[config.mk]
export PLATFORM = sky130hd
export DESIGN_NAME = ctrl_proc_flat
export DESIGN_NICKNAME = d
export VERILOG_FILES = /design/src/rtl/ctrl_proc_if.sv /design/src/rtl/ctrl_proc.sv /design/src/flat_wrapper.sv
export SDC_FILE = /design/constraint.sdc
export NUM_CORES = 1
export LEC_CHECK = 0
export BUFFER_PORTS_ARGS = -buffer_cell sky130_fd_sc_hd__clkbuf_2
export CAP_MARGIN = 20
export CORE_UTILIZATION = 32
export CTS_CLUSTER_SIZE = 24
export DETAILED_ROUTE_END_ITERATION = 10
export SKIP_LAST_GASP = 1
export SYNTH_ARGS = -nofsm -noshare
export SYNTH_HDL_FRONTEND = slang
export SYNTH_SLANG_ARGS = --single-unit
[constraint.sdc]
create_clock -name clock -period 2.75 [get_ports clock]
set_input_delay 0.275 -clock clock [delete_from_list [all_inputs] [get_ports clock]]
set_output_delay 0.275 -clock clock [all_outputs]
set_load 0.02 [all_outputs]
[src/rtl/ctrl_proc_if.sv]
// Command and result handshake bundle between a requester and the ctrl_proc sequencer.
interface ctrl_proc_if #(
  parameter int unsigned DATA_W = 4,
  parameter int unsigned RES_W  = 5
);
  logic              cmd_valid;
  logic              cmd_ready;
  logic [1:0]        cmd_code;
  logic [DATA_W-1:0] cmd_data;
  logic              res_valid;
  logic              res_ready;
  logic [RES_W-1:0]  res_data;
  logic [3:0]        res_count;

  modport master (
    output cmd_valid, cmd_code, cmd_data, res_ready,
    input  cmd_ready, res_valid, res_data, res_count
  );

  modport slave (
    input  cmd_valid, cmd_code, cmd_data, res_ready,
    output cmd_ready, res_valid, res_data, res_count
  );
endinterface

[src/rtl/ctrl_proc.sv]
// Command sequencer for the accumulator datapath: buffers ADD/SUB/CLR/END commands,
// issues one datapath op per cycle and reports the accumulated result on END.
module ctrl_proc #(
  parameter int unsigned DEPTH  = 4,
  parameter int unsigned DATA_W = 4,
  parameter int unsigned RES_W  = 5
) (
  input  logic              clock,
  input  logic              rst_n,
  ctrl_proc_if.slave        bus,
  output logic [DATA_W-1:0] dp_d_in,
  output logic              dp_capture,
  output logic [1:0]        dp_op,
  output logic              dp_clear,
  input  logic [RES_W-1:0]  dp_result,
  output logic              busy
);
  localparam int unsigned PTR_W = (DEPTH > 1) ? $clog2(DEPTH) : 1;
  localparam int unsigned CNT_W = PTR_W + 1;
  localparam int unsigned OPS_W = 4;

  localparam logic [1:0] CODE_ADD = 2'b00;
  localparam logic [1:0] CODE_SUB = 2'b01;
  localparam logic [1:0] CODE_CLR = 2'b10;
  localparam logic [1:0] CODE_END = 2'b11;
  localparam logic [1:0] OP_ADD   = 2'b00;
  localparam logic [1:0] OP_SUB   = 2'b10;

  typedef struct packed {
    logic [1:0]        code;
    logic [DATA_W-1:0] data;
  } cmd_t;

  typedef enum logic [1:0] {RUN, WAIT, REPORT} state_t;

  cmd_t             mem [DEPTH];
  logic [PTR_W-1:0] wr_ptr;
  logic [PTR_W-1:0] rd_ptr;
  logic [CNT_W-1:0] count;
  logic             full;
  logic             empty;
  logic             push;
  logic             pop;
  cmd_t             head;

  state_t           state;
  logic [OPS_W-1:0] op_cnt;
  logic             res_valid_q;
  logic [RES_W-1:0] res_data_q;
  logic [3:0]       res_count_q;

  assign full  = (count == CNT_W'(DEPTH));
  assign empty = (count == '0);
  assign push  = bus.cmd_valid && !full;
  assign pop   = (state == RUN) && !empty;
  assign head  = mem[rd_ptr];

  assign bus.cmd_ready = !full;
  assign bus.res_valid = res_valid_q;
  assign bus.res_data  = res_data_q;
  assign bus.res_count = res_count_q;
  assign busy          = (state != RUN) || !empty;

  // Command storage; contents need no reset since occupancy gates every read.
  always_ff @(posedge clock) begin
    if (push) begin
      mem[wr_ptr] <= cmd_t'({bus.cmd_code, bus.cmd_data});
    end
  end

  always_ff @(posedge clock) begin
    if (!rst_n) begin
      wr_ptr <= '0;
      rd_ptr <= '0;
      count  <= '0;
    end else begin
      if (push) wr_ptr <= wr_ptr + PTR_W'(1);
      if (pop)  rd_ptr <= rd_ptr + PTR_W'(1);
      case ({push, pop})
        2'b10:   count <= count + CNT_W'(1);
        2'b01:   count <= count - CNT_W'(1);
        default: count <= count;
      endcase
    end
  end

  // Sequencer: capture/clear pulses last one cycle; op and operand hold when idle.
  always_ff @(posedge clock) begin
    if (!rst_n) begin
      state       <= RUN;
      op_cnt      <= '0;
      dp_d_in     <= '0;
      dp_capture  <= 1'b0;
      dp_op       <= '0;
      dp_clear    <= 1'b0;
      res_valid_q <= 1'b0;
      res_data_q  <= '0;
      res_count_q <= '0;
    end else begin
      dp_capture <= 1'b0;
      dp_clear   <= 1'b0;
      case (state)
        RUN: begin
          if (!empty) begin
            case (head.code)
              CODE_ADD, CODE_SUB: begin
                dp_capture <= 1'b1;
                dp_op      <= (head.code == CODE_SUB) ? OP_SUB : OP_ADD;
                dp_d_in    <= head.data;
                op_cnt     <= (op_cnt == '1) ? op_cnt : op_cnt + OPS_W'(1);
              end
              CODE_CLR: begin
                dp_clear <= 1'b1;
                op_cnt   <= '0;
              end
              CODE_END: state <= WAIT;
              default:  state <= RUN;
            endcase
          end
        end
        // One spare cycle lets the final capture/clear settle into dp_result.
        WAIT: begin
          res_data_q  <= dp_result;
          res_count_q <= op_cnt;
          res_valid_q <= 1'b1;
          state       <= REPORT;
        end
        REPORT: begin
          if (bus.res_ready) begin
            res_valid_q <= 1'b0;
            op_cnt      <= '0;
            state       <= RUN;
          end
        end
        default: state <= RUN;
      endcase
    end
  end
endmodule
[src/flat_wrapper.sv]
// flat-port wrapper written by rule: the top's interface ports become plain ports
module ctrl_proc_flat 
#(
  parameter int unsigned DEPTH  = 4,
  parameter int unsigned DATA_W = 4,
  parameter int unsigned RES_W  = 5
)
  (clock, rst_n, dp_d_in, dp_capture, dp_op, dp_clear, dp_result, busy, bus_cmd_valid, bus_cmd_code, bus_cmd_data, bus_res_ready, bus_cmd_ready, bus_res_valid, bus_res_data, bus_res_count);
  ctrl_proc_if #(.DATA_W(DATA_W), .RES_W(RES_W)) bus_i ();
  input  logic clock;
  input  logic rst_n;
  output logic [DATA_W-1:0] dp_d_in;
  output logic dp_capture;
  output logic [1:0] dp_op;
  output logic dp_clear;
  input  logic [RES_W-1:0] dp_result;
  output logic busy;
  input wire logic [$bits(bus_i.cmd_valid)-1:0] bus_cmd_valid;
  input wire logic [$bits(bus_i.cmd_code)-1:0] bus_cmd_code;
  input wire logic [$bits(bus_i.cmd_data)-1:0] bus_cmd_data;
  input wire logic [$bits(bus_i.res_ready)-1:0] bus_res_ready;
  output wire logic [$bits(bus_i.cmd_ready)-1:0] bus_cmd_ready;
  output wire logic [$bits(bus_i.res_valid)-1:0] bus_res_valid;
  output wire logic [$bits(bus_i.res_data)-1:0] bus_res_data;
  output wire logic [$bits(bus_i.res_count)-1:0] bus_res_count;
  assign bus_i.cmd_valid = bus_cmd_valid;
  assign bus_i.cmd_code = bus_cmd_code;
  assign bus_i.cmd_data = bus_cmd_data;
  assign bus_i.res_ready = bus_res_ready;
  assign bus_cmd_ready = bus_i.cmd_ready;
  assign bus_res_valid = bus_i.res_valid;
  assign bus_res_data = bus_i.res_data;
  assign bus_res_count = bus_i.res_count;
  ctrl_proc #(.DEPTH(DEPTH), .DATA_W(DATA_W), .RES_W(RES_W)) u_core (.clock(clock), .rst_n(rst_n), .bus(bus_i), .dp_d_in(dp_d_in), .dp_capture(dp_capture), .dp_op(dp_op), .dp_clear(dp_clear), .dp_result(dp_result), .busy(busy));
endmodule
# Yosys cells after proc, flatten, opt, wreduce, memory -nomap -nowiden
# Memory sizes are Yosys's and may differ from the RTL's. A register that Yosys moved wholly into a read port is not among the register bits.
# Index checks and enable logic that the tools add are counted.
# totals
ff_bits,31
mem_bits_rw,24
inputBits,15
out_inout_bits,20
word_cells,72
memories,1
# classes
add_sub_neg,5
n_eq_ne,14
n_mux,19
bitwise_logic,3
reduce_logical,18
# memory_table
memory,words,word_bits,rd,rd_ports_with_merged_regs,write_ports,line_no,text
u_core.mem,4,6,1,1,1,ctrl_proc.sv:36,cmd_t mem [DEPTH];
# op_table
op,n
$pmux W4 S2,2
$mux W2,6
$mux W4,3
$eq A2 B2 Y1 const B,4
$reduce_bool A2 Y1,4
$eq A2 B1 Y1 const B,3
$ne A2 B2 Y1 const B,3
$ne A3 B3 Y1 const B,2
$pmux W2 S3,1
$pmux W3 S2,1
$reduce_and A3 Y1,2
$mux W1,5
$reduce_and A5 Y1,1
$add A2 B1 Y2 const B,2
$add A4 B1 Y4 const B,1
$eq A4 B4 Y1 const B,1
$logic_not A2 Y1,2
$add A3 B1 Y3 const B,1
$eq A3 B3 Y1 const B,1
$logic_not A3 Y1,1
$not A1 Y1,3
$reduce_or A3 Y1,1
$sub A3 B1 Y3 const B,1
$logic_and A1 B1 Y1,2
5 further kinds,6

# Depth between registers and ports, before layout
# Gate-level depths: netlist (run 1).
# depth
ltp_word,5
depth_mapped,10
depth_no_buf,10

# Least setup slack after synthesis (run 1)
# Ideal clock, no wire load.
# synth_path
kind,register -> register
start,reg u_core.count[0]
end,reg u_core.count[2]
setup_time_ns,0.076
arrival_time_ns,2.160
path_slack_ns,0.515
path_stages_with_launch,11
path_cell_list,dfxtp_1 -> inv_1 -> nand3_1 -> and2_1 -> inv_1 -> ha_1 -> inv_1 -> fa_1 -> xor2_1 -> or3_1 -> a21boi_0
# synth_via
elab_chain_len,5
word_cells_on_any_way,12
# synth_lines
element,line_no,text
"start, declared",ctrl_proc.sv:39,logic [CNT_W-1:0] count;
"start signal, assigned",ctrl_proc.sv:80,2'b10: count <= count + CNT_W'(1);
"start signal, assigned",ctrl_proc.sv:81,2'b01: count <= count - CNT_W'(1);
"start signal, assigned",ctrl_proc.sv:82,default: count <= count;
$eq A3 B3 Y1 *,ctrl_proc.sv:52,assign full = (count == CNT_W'(DEPTH));
$logic_not A1 Y1 *,-,
net bus_cmd_ready,flat_wrapper.sv:22,output wire logic [$bits(bus_i.cmd_ready)-1:0] bus_cmd_ready;
$logic_and A1 B1 Y1 *,ctrl_proc.sv:54,assign push = bus.cmd_valid && !full;
$eq A2 B1 Y1 / $eq A2 B2 Y1 (equally long branches),ctrl_proc.sv:79,"case ({push, pop})"
$pmux W3 S2 / $reduce_bool A2 Y1 (equally long branches),-,
# The timed path passes the listed nets; every way through them passes the cells marked *.
# A chain may end at the register's enable or synchronous reset.

# Worst setup path after layout (run 1)
# layout_path
start,reg u_core.count[0]
end,reg u_core.count[2]
# layout_via
elab_chain_len,5
word_cells_on_any_way,12
# layout_lines
element,line_no
$eq A3 B3 Y1 / $logic_not A3 Y1 (equally long branches),"ctrl_proc.sv:52, ctrl_proc.sv:53"
"$logic_not A1 Y1, on equally long branches","ctrl_proc.sv:54, ctrl_proc.sv:55"
"$logic_and A1 B1 Y1, on equally long branches","ctrl_proc.sv:54, ctrl_proc.sv:55"
$eq A2 B1 Y1 / $eq A2 B2 Y1 (equally long branches),ctrl_proc.sv:79
$pmux W3 S2 / $reduce_bool A2 Y1 (equally long branches),-
# Parallel ways exist; a longest one is shown, timed or not.

==> metrics.md, run 1 <==
| Metric | Value |
|---|---|
| Max transition margin | `47.4%` |
| Count of TritonRoute iterations in the first routing pass | `4` |
| Post-placement cell area | `0.00256 mm^2` |
| Initial Utilization | `between 30% and 40%` |
| Final-report max-slew violation count | `0` |
| Startpoint of the most critical setup path | `u_core.count[0]` |
| Proportion of layout cells with a drive suffix above 1 | `approximately a fifth` |
| Most common cell after layout, fill and taps aside | `sky130_fd_sc_hd__clkbuf_2` |
| Period Utilization, post-route | `79.8%` |
| Cell chain of the critical path | `inv_1 > nand3_1 > and2_1 > inv_1 > ha_1 > inv_1 > fa_1 > xor2_1 > or3_1 > a21boi_0` |
| Met2 track demand over resource in global routing | `18.0%` |
| Setup clock skew after layout | `7.52 ps` |
| Antenna diodes | `0` |
| Post-synthesis instance area | `0.00230 mm^2` |
| Hpwl dp | `2.73 mm` |
| Leading cell types in the layout, fill and taps excluded | `sky130_fd_sc_hd__clkbuf_2 (33), sky130_fd_sc_hd__dfxtp_1 (32), sky130_fd_sc_hd__nand2_1 (27), sky130_fd_sc_hd__edfxtp_1 (24), sky130_fd_sc_hd__a21boi_0 (11)` |
| Number of placement rows | `30` |
| Final std cell area, no fill | `0.00267 mm^2` |
| GP Congestion | `0.728` |
| Maxcap violations | `0` |
| Final hold viol count | `0` |
| Relative contribution of the clock network to total power | `about 22%` |
| Reg2reg end | `u_core.count[2]` |
| Global route total overflow | `0` |
| Avg Inst Size Synth | `12.4 um^2` |
| Cell accounting for the most synthesized area | `sky130_fd_sc_hd__edfxtp_1` |
| Clock transition at the registers of the reported paths | `90 ps` |
| Total of warnings raised by yosys | `0` |
| Hold Crit Class | `in2reg` |
| Internal portion of total power | `1.60 mW` |
| Part of the power in registers | `between 40% and 50%` |
| Post-detailed-route wirelength per cell | `12.1 um` |
| Number of antenna-violating nets in the routed design | `0` |
| Proportion of total power due to net switching | `31.6%` |
| Levels on crit path | `10` |
| Leading post-synthesis cells by cell area | `sky130_fd_sc_hd__edfxtp_1 (31%), sky130_fd_sc_hd__dfxtp_1 (28%), sky130_fd_sc_hd__nand2_1 (4.4%)` |
| Critical path buffer and inverter count | `3` |
| Die Width | `just under 90 um` |
| Vias post-DR | `1406` |
| Number of levels in the clock H-tree | `2` |
| Cell leakage power | `roughly 1 nW` |
| Count of buffers from port buffering | `33` |
| Count of boundary I/O pins | `35` |
| Total setup violations reported at the end of the flow | `0` |
| Critical Path Sink Type | `register` |
| Number of sinks driven by the clock tree | `56` |
| Clock tree from TritonCTS | `built` |
| Combinational Power Share | `31.0%` |
| Slew at the pin closest to its max-slew limit | `787 ps` |
| Flip-flop and latch count after synthesis | `56` |
| Largest net degree at the start of global routing | `33` |
| Post-CTS Hold Buffers | `0` |
| # DRC | `0` |
| Slack of the worst reg-to-reg path | `560 ps` |
| Most common cell on crit path | `sky130_fd_sc_hd__inv_1` |
| Area share of the largest cell type after synthesis | `31.4%` |
| Area inside the core boundary | `approximately 0.0069 mm^2` |
| Number of buffers added for setup after CTS | `0` |
| Slowest CP cell | `sky130_fd_sc_hd__fa_1` |
| Maximum fanout along the worst path | `6` |
| Number of DRC markers after the initial detailed-route iteration | `64` |
| Global routing met3 resource utilization | `2.57%` |
| Maximum achievable frequency | `456 MHz` |
| Worst path arrival time | `between 2000 and 2500 ps` |
| Placed instance count | `310` |
| Distinct cell type count of the synthesized netlist | `35` |
| Post-layout min period | `roughly 2200 ps` |
| Die ar. | `0.00752 mm^2` |
| Wire length of the first global-routing pass | `6.35 mm` |
| Worst IR drop on VDD | `0.346 mV` |
| Global Route Usage Sum | `11.2%` |
| Height of the chip | `86.7 um` |
| Number of gates given a new drive strength after cts | `0` |
| Number of global-route vias before repair | `~1400` |
| RSZ-0062 raised after global routing | `false` |
| Area added between synthesis and finish | `16.1%` |
| Non-filler cells in the finished layout | `318` |
| Outcome | `completed` |
| Clock Root Buffer | `sky130_fd_sc_hd__clkbuf_8` |
| Most used routing layer in global routing | `met2` |
| Critical path destination | `u_core.count[2]` |
| Required time of the critical path | `2990 ps` |
| Longest Clk Path Bufs | `2` |
| NumNets Final | `243` |
| Critical Setup Path Class | `reg2reg` |
| Switch Pwr | `740 uW` |
| Part of the Yosys area used for sequential elements | `~59%` |
| Crit-path leading delay family | `simple AND/OR/NAND/NOR gates` |
| Wirelength, routed | `roughly 3.8 mm` |
| Net Count, Synth | `208` |
| Worst reg2reg path depth | `10` |
| Antenna violations before repair | `0` |
| Kind of start point of the critical path | `register` |
| CTS Buf Count | `5` |
| Setup TNS Final | `0 ps` |
| Post-DR vias/cell | `4.42` |
| Power per standard cell area | `877 mW/mm^2` |
| Number of standard cells after synthesis | `186` |
| Met1 demand-to-capacity share in global routing | `between 10% and 20%` |
| Clk_lat worst skew | `310 ps` |
| Post-layout total power | `2.34 mW` |
| Reg2reg start | `u_core.count[0]` |
| Worst Hold Slack | `between 150 and 200 ps` |
| Delay of the slowest critical-path stage | `around 370 ps` |
==> metrics by stage <==
step | worst slack, ps | util (%)
floorplan | 515 | -
global placement | 629 | 37.3
detailed placement | 564 | 37.3
CTS | 531 | 38.8
global route | 379 | 38.8
finish | 555 | 38.8
==> metal layers <==
layer / part of all wire (%) / vias up
li1: - / 714
met2: 48 / 19
met5: 0 / -
met1: 48 / 665
met4: 2.3 / 0
met3: 2.4 / 8
==> power groups by stage <==
stage | clock [mW] | sequential, mW | combinational [mW]
after floorplan | 0 | 1.15 | 0.503
after global placement | 0 | 1.11 | 0.729
after detailed placement | 0 | 1.12 | 0.735
after CTS | 0.541 | 1.10 | 0.739
after global routing | 0.567 | 1.11 | 0.813
final | 0.523 | 1.09 | 0.725
==> Yosys cell counts (all sizes together) <==
cell and number:
and2 9, nor4 1, nor3 2, ha 6, nand2b 3, mux4 6
o21a 1, mux2i 6, nand3b 1, or4b 1, xor2 2, o32ai 2
o22ai 1, nor2b 9, xnor2 3, o21ai 3, dfxtp 32, inv 8
edfxtp 24, buf 2, and3 5, a21boi 13, nand3 3, fa 1
or4 1, a21oi 2, nand2 27, or3 1, nor2 5, clkbuf 5
conb 1
==> cell type report <==
type,count,area [um^2]
Clock buffer,6,72.6
Tap cell,96,120
Clock inverter,2,35.0
Fill cell,657,4200
Timing Repair Buffer,35,180
Inverter,8,30.0
Sequential cell,56,1360
Multi-Input combinational cell,115,868
==> worst min path at each step <==
stage | from | endpoint | slack (ps) | cells after the start
after floorplan | bus_cmd_data[0] | u_core.mem[0][0] | 370 | 0
after global placement | u_core.bus.res_data[3] | u_core.bus.res_data[3] | 450 | 2
after detailed placement | u_core.bus.res_data[2] | u_core.bus.res_data[2] | 460 | 2
after CTS | bus_cmd_data[1] | u_core.mem[2][1] | 180 | 1
after global routing | bus_cmd_code[1] | u_core.mem[0][5] | 190 | 1
final | bus_cmd_data[1] | u_core.mem[0][1] | 190 | 1
==> cells by family after synthesis <==
family / count (synthesis) / share of synthesized area, %
other: 1 / 0.163
XOR/XNOR: 5 / 1.91
adder cells (fa/ha/maj): 7 / 4.14
multiplexers: 12 / 8.99
flip-flops: 56 / 59.3
AO/OA/AOI/OAI: 22 / 6.70
AND/OR/NAND/NOR: 68 / 15.9
buffers and inverters: 15 / 2.94
==> state kept, by name, summed over array words and instances, names as in the netlist, named ones only <==
signal,count
u_core.bus.res_count,4
u_core.bus.res_data,5
u_core.bus.res_valid,1
u_core.count,3
u_core.dp_capture,1
u_core.dp_clear,1
u_core.dp_d_in,4
u_core.dp_op,1
u_core.mem,24
u_core.op_cnt,4
u_core.rd_ptr,2
u_core.state,2
u_core.wr_ptr,2
==> worst reg2reg max path, stage by stage (launching register included) <==
cell	delay, ps
sky130_fd_sc_hd__dfxtp_1	340
sky130_fd_sc_hd__inv_1	100
sky130_fd_sc_hd__nand3_1	160
sky130_fd_sc_hd__and2_1	240
sky130_fd_sc_hd__inv_1	80
sky130_fd_sc_hd__ha_1	180
sky130_fd_sc_hd__inv_1	60
sky130_fd_sc_hd__fa_1	370
sky130_fd_sc_hd__xor2_1	160
sky130_fd_sc_hd__or3_1	300
sky130_fd_sc_hd__a21boi_0	150
Power figures use the tool's default switching activity.
==> run 2: changes to the inputs <==
- clock period: 2.75 -> 2 ns (I/O delays scaled with it)
==> run 2 against run 1 <==
The run now ends with setup timing left; via count grew 5.6%; clock skew rose by 4.5 ps; core utilization increased by 2.4 points; combinational power grew 75%; critical endpoint is now u_core.op_cnt[1]; final area rose by 6.2%; wire length increased by 3.3%; hold slack worse by 78 ps; clock-buffer cell count down 1; global-route usage shrank 0.18 points; maximum frequency rose by 9.1%; sequential cell count unchanged.
==> metrics.md, run 2 (synthesis results as in run 1) <==
| Metric | Value |
|---|---|
| Finished Core Util | `41.3% (+2.4 points)` |
| Clock transition at the registers of the reported paths | `110 ps (+20 ps)` |
| Worst IR drop on VDD | `0.390 mV (+13%)` |
| Slowest CP cell | `sky130_fd_sc_hd__mux4_2` |
| Post-layout total power | `3.41 mW (+46%)` |
| Fillers | `659 (+0.30%)` |
| Clk_lat worst skew | `310 ps (about the same)` |
| Largest net degree at the start of global routing | `33 (unchanged)` |
| Die Width | `86.7 um (unchanged)` |
| NumNets Final | `257 (+5.8%)` |
| Vias post-DR | `1485 (+5.6%)` |
| Maxcap violations | `0 (unchanged)` |
| Total setup violations reported at the end of the flow | `1 (+1)` |
| Maximum achievable frequency | `497 MHz (+9.1%)` |
| Count of buffers from port buffering | `33 (unchanged)` |
| Total area of sequential cells | `0.00137 mm^2 (+0.92%)` |
| Final-report max-slew violation count | `0 (unchanged)` |
| Cell chain of the critical path | `mux4_2 > mux2i_2 > o32ai_4 > or4b_4 > a21boi_1` |
| Critical path destination | `u_core.op_cnt[1]` |
| Most common cell after layout, fill and taps aside | `sky130_fd_sc_hd__clkbuf_2` |
| Count of boundary I/O pins | `35 (unchanged)` |
| Number of sinks driven by the clock tree | `56 (unchanged)` |
| Number of global-route vias before repair | `1287 (-4.9%)` |
| Area added between synthesis and finish | `23.4%` |
| Wire length of the first global-routing pass | `6.29 mm (-1.1%)` |
| Cell leakage power | `1.08 nW (+6.5%)` |
| Register with the highest flop count | `u_core.mem` |
| Longest Clk Path Bufs | `2 (unchanged)` |
| Violations in the final reports | `setup timing` |
| Outcome | `finished, violations left` |
| Slack of the worst reg-to-reg path | `-10 ps (-570 ps)` |
| Slew at the pin closest to its max-slew limit | `554 ps (-233 ps)` |
| Post-layout min period | `2010 ps (-182 ps)` |
| Global Route Usage Sum | `11.0% (-0.18 points)` |
| Final std cell area, no fill | `0.00283 mm^2 (+6.2%)` |
| Delay of the slowest critical-path stage | `540 ps (+170 ps)` |
| Clock tree from TritonCTS | `built` |
| Power per standard cell area | `1200 mW/mm^2 (+37%)` |
| Required time of the critical path | `2250 ps (-740 ps)` |
| Antenna violations before repair | `0 (unchanged)` |
| Number of DRC markers after the initial detailed-route iteration | `70 (+9.4%)` |
| Kind of start point of the critical path | `register` |
| Worst Hold Slack | `108 ps (-77.8 ps)` |
| GP Congestion | `0.709 (-2.6%)` |
| Die ar. | `0.00752 mm^2 (unchanged)` |
| Maximum fanout along the worst path | `5 (-1)` |
| Post-detailed-route wirelength per cell | `11.9 um (-1.1%)` |
| # DRC | `0 (unchanged)` |
| Critical Setup Path Class | `reg2reg` |
| Critical path buffer and inverter count | `0 (-3)` |
| Hpwl dp | `2.71 mm (-0.68%)` |
| Hold Crit Class | `in2reg` |
| Crit-path leading delay family | `multiplexers` |
| Count of TritonRoute iterations in the first routing pass | `4 (unchanged)` |
| CTS Buf Count | `5 (unchanged)` |
| Worst path arrival time | `2260 ps (-180 ps)` |
| Final critical-path setup slack | `-12.2 ps (-568 ps)` |
| Reg2reg end | `u_core.op_cnt[1]` |
| Wirelength, routed | `3.96 mm (+3.3%)` |
| Post-DR vias/cell | `4.47 (+1.2%)` |
| Critical Path Sink Type | `register` |
| Clock Root Buffer | `sky130_fd_sc_hd__clkbuf_8` |
| Post-placement cell area | `0.00267 mm^2 (+4.4%)` |
| Area inside the core boundary | `0.00687 mm^2 (unchanged)` |
| RSZ-0062 raised after global routing | `true` |
| Proportion of layout cells with a drive suffix above 1 | `32.2% (+11 points)` |
| Setup clock skew after layout | `12.1 ps (+4.54 ps)` |
| Post-CTS Hold Buffers | `0 (unchanged)` |
| Global route total overflow | `0 (unchanged)` |
| Max transition margin | `63.1% (+16 points)` |
| Leading cell types in the layout, fill and taps excluded | `sky130_fd_sc_hd__clkbuf_2 (33), sky130_fd_sc_hd__dfxtp_1 (28), sky130_fd_sc_hd__nand2_1 (27), sky130_fd_sc_hd__edfxtp_1 (24), sky130_fd_sc_hd__buf_4 (16)` |
| Height of the chip | `86.7 um (unchanged)` |
| Period Utilization, post-route | `101% (+21 points)` |
| Area of the multi-input gates | `930 um^2 (+7.1%)` |
| Initial Utilization | `33.4% (unchanged)` |
| Worst reg2reg path depth | `5 (-5)` |
| Flip-flop count of the largest register, all copies and words added | `24 (unchanged)` |
| Final hold viol count | `0 (unchanged)` |
| Number of levels in the clock H-tree | `2 (unchanged)` |
| Number of antenna-violating nets in the routed design | `0 (unchanged)` |
| Number of placement rows | `30 (unchanged)` |
| Levels on crit path | `5 (-5)` |
| Antenna diodes | `0 (unchanged)` |
run 2: worst register-to-register path: stages, from the launching register on:
cell and delay [ps]:
sky130_fd_sc_hd__dfxtp_4 370, sky130_fd_sc_hd__mux4_2 540, sky130_fd_sc_hd__mux2i_2 260, sky130_fd_sc_hd__o32ai_4 140, sky130_fd_sc_hd__or4b_4 520, sky130_fd_sc_hd__a21boi_1 120
run 2: timing repair:
item	4_1_cts	5_1_grt
hold endpoints to repair	0	0
buffers inserted	1	3
resized for setup	4	7
pin swaps	0	3
setup endpoints to repair	5	3
run 2: power breakdown:
group	switching [mW]	total, mW	leakage, nW	internal, mW
logic	0.641	1.27	0.552	0.628
registers	0.120	1.52	0.483	1.40
clock network	0.372	0.621	0.0407	0.248
total	1.13	3.41	1.08	2.27
run 2: metrics by stage:
stage / std cells / setup TNS (ps) / setup slack, ps
3_3_place_gp: 320 / -78.0 / -36.4
6_report: 332 / -12.2 / -12.2
5_1_grt: 332 / -218 / -77.1
4_1_cts: 329 / 0 / 6.11
3_5_place_dp: 320 / -265 / -87.7
2_1_floorplan: 186 / 0 / 1.29
run 2: how the worst min path moves through the flow:
stage               slack (ps)             from                endpoint  cells after the start
floorplan                  300  bus_cmd_data[0]        u_core.mem[0][0]                      0
global placement           420  bus_cmd_data[0]        u_core.mem[0][0]                      1
detailed placement         430  bus_cmd_data[1]        u_core.mem[1][1]                      1
CTS                        100  bus_cmd_data[1]        u_core.mem[1][1]                      1
global route               100  bus_cmd_data[1]        u_core.mem[1][1]                      1
finish                     110     dp_result[0]  u_core.bus.res_data[0]                      3
run 2: final cells by class:
class / instances / area share [%]
Tap cell: 96 / 4.24
Clock inverter: 3 / 0.751
Timing Repair Buffer: 49 / 10.1
Multi-Input combinational cell: 115 / 32.8
Clock buffer: 5 / 2.43
Inverter: 8 / 1.24
Sequential cell: 56 / 48.5
run 2: routing by layer:
metal  vias up  global-route usage (%)  wire, um
met5         -                       0         0
met1       706                    15.1      1910
li1        747                       -         -
met4         0                    4.55        76
met3         8                    2.57       116
met2        24                    16.7      1860
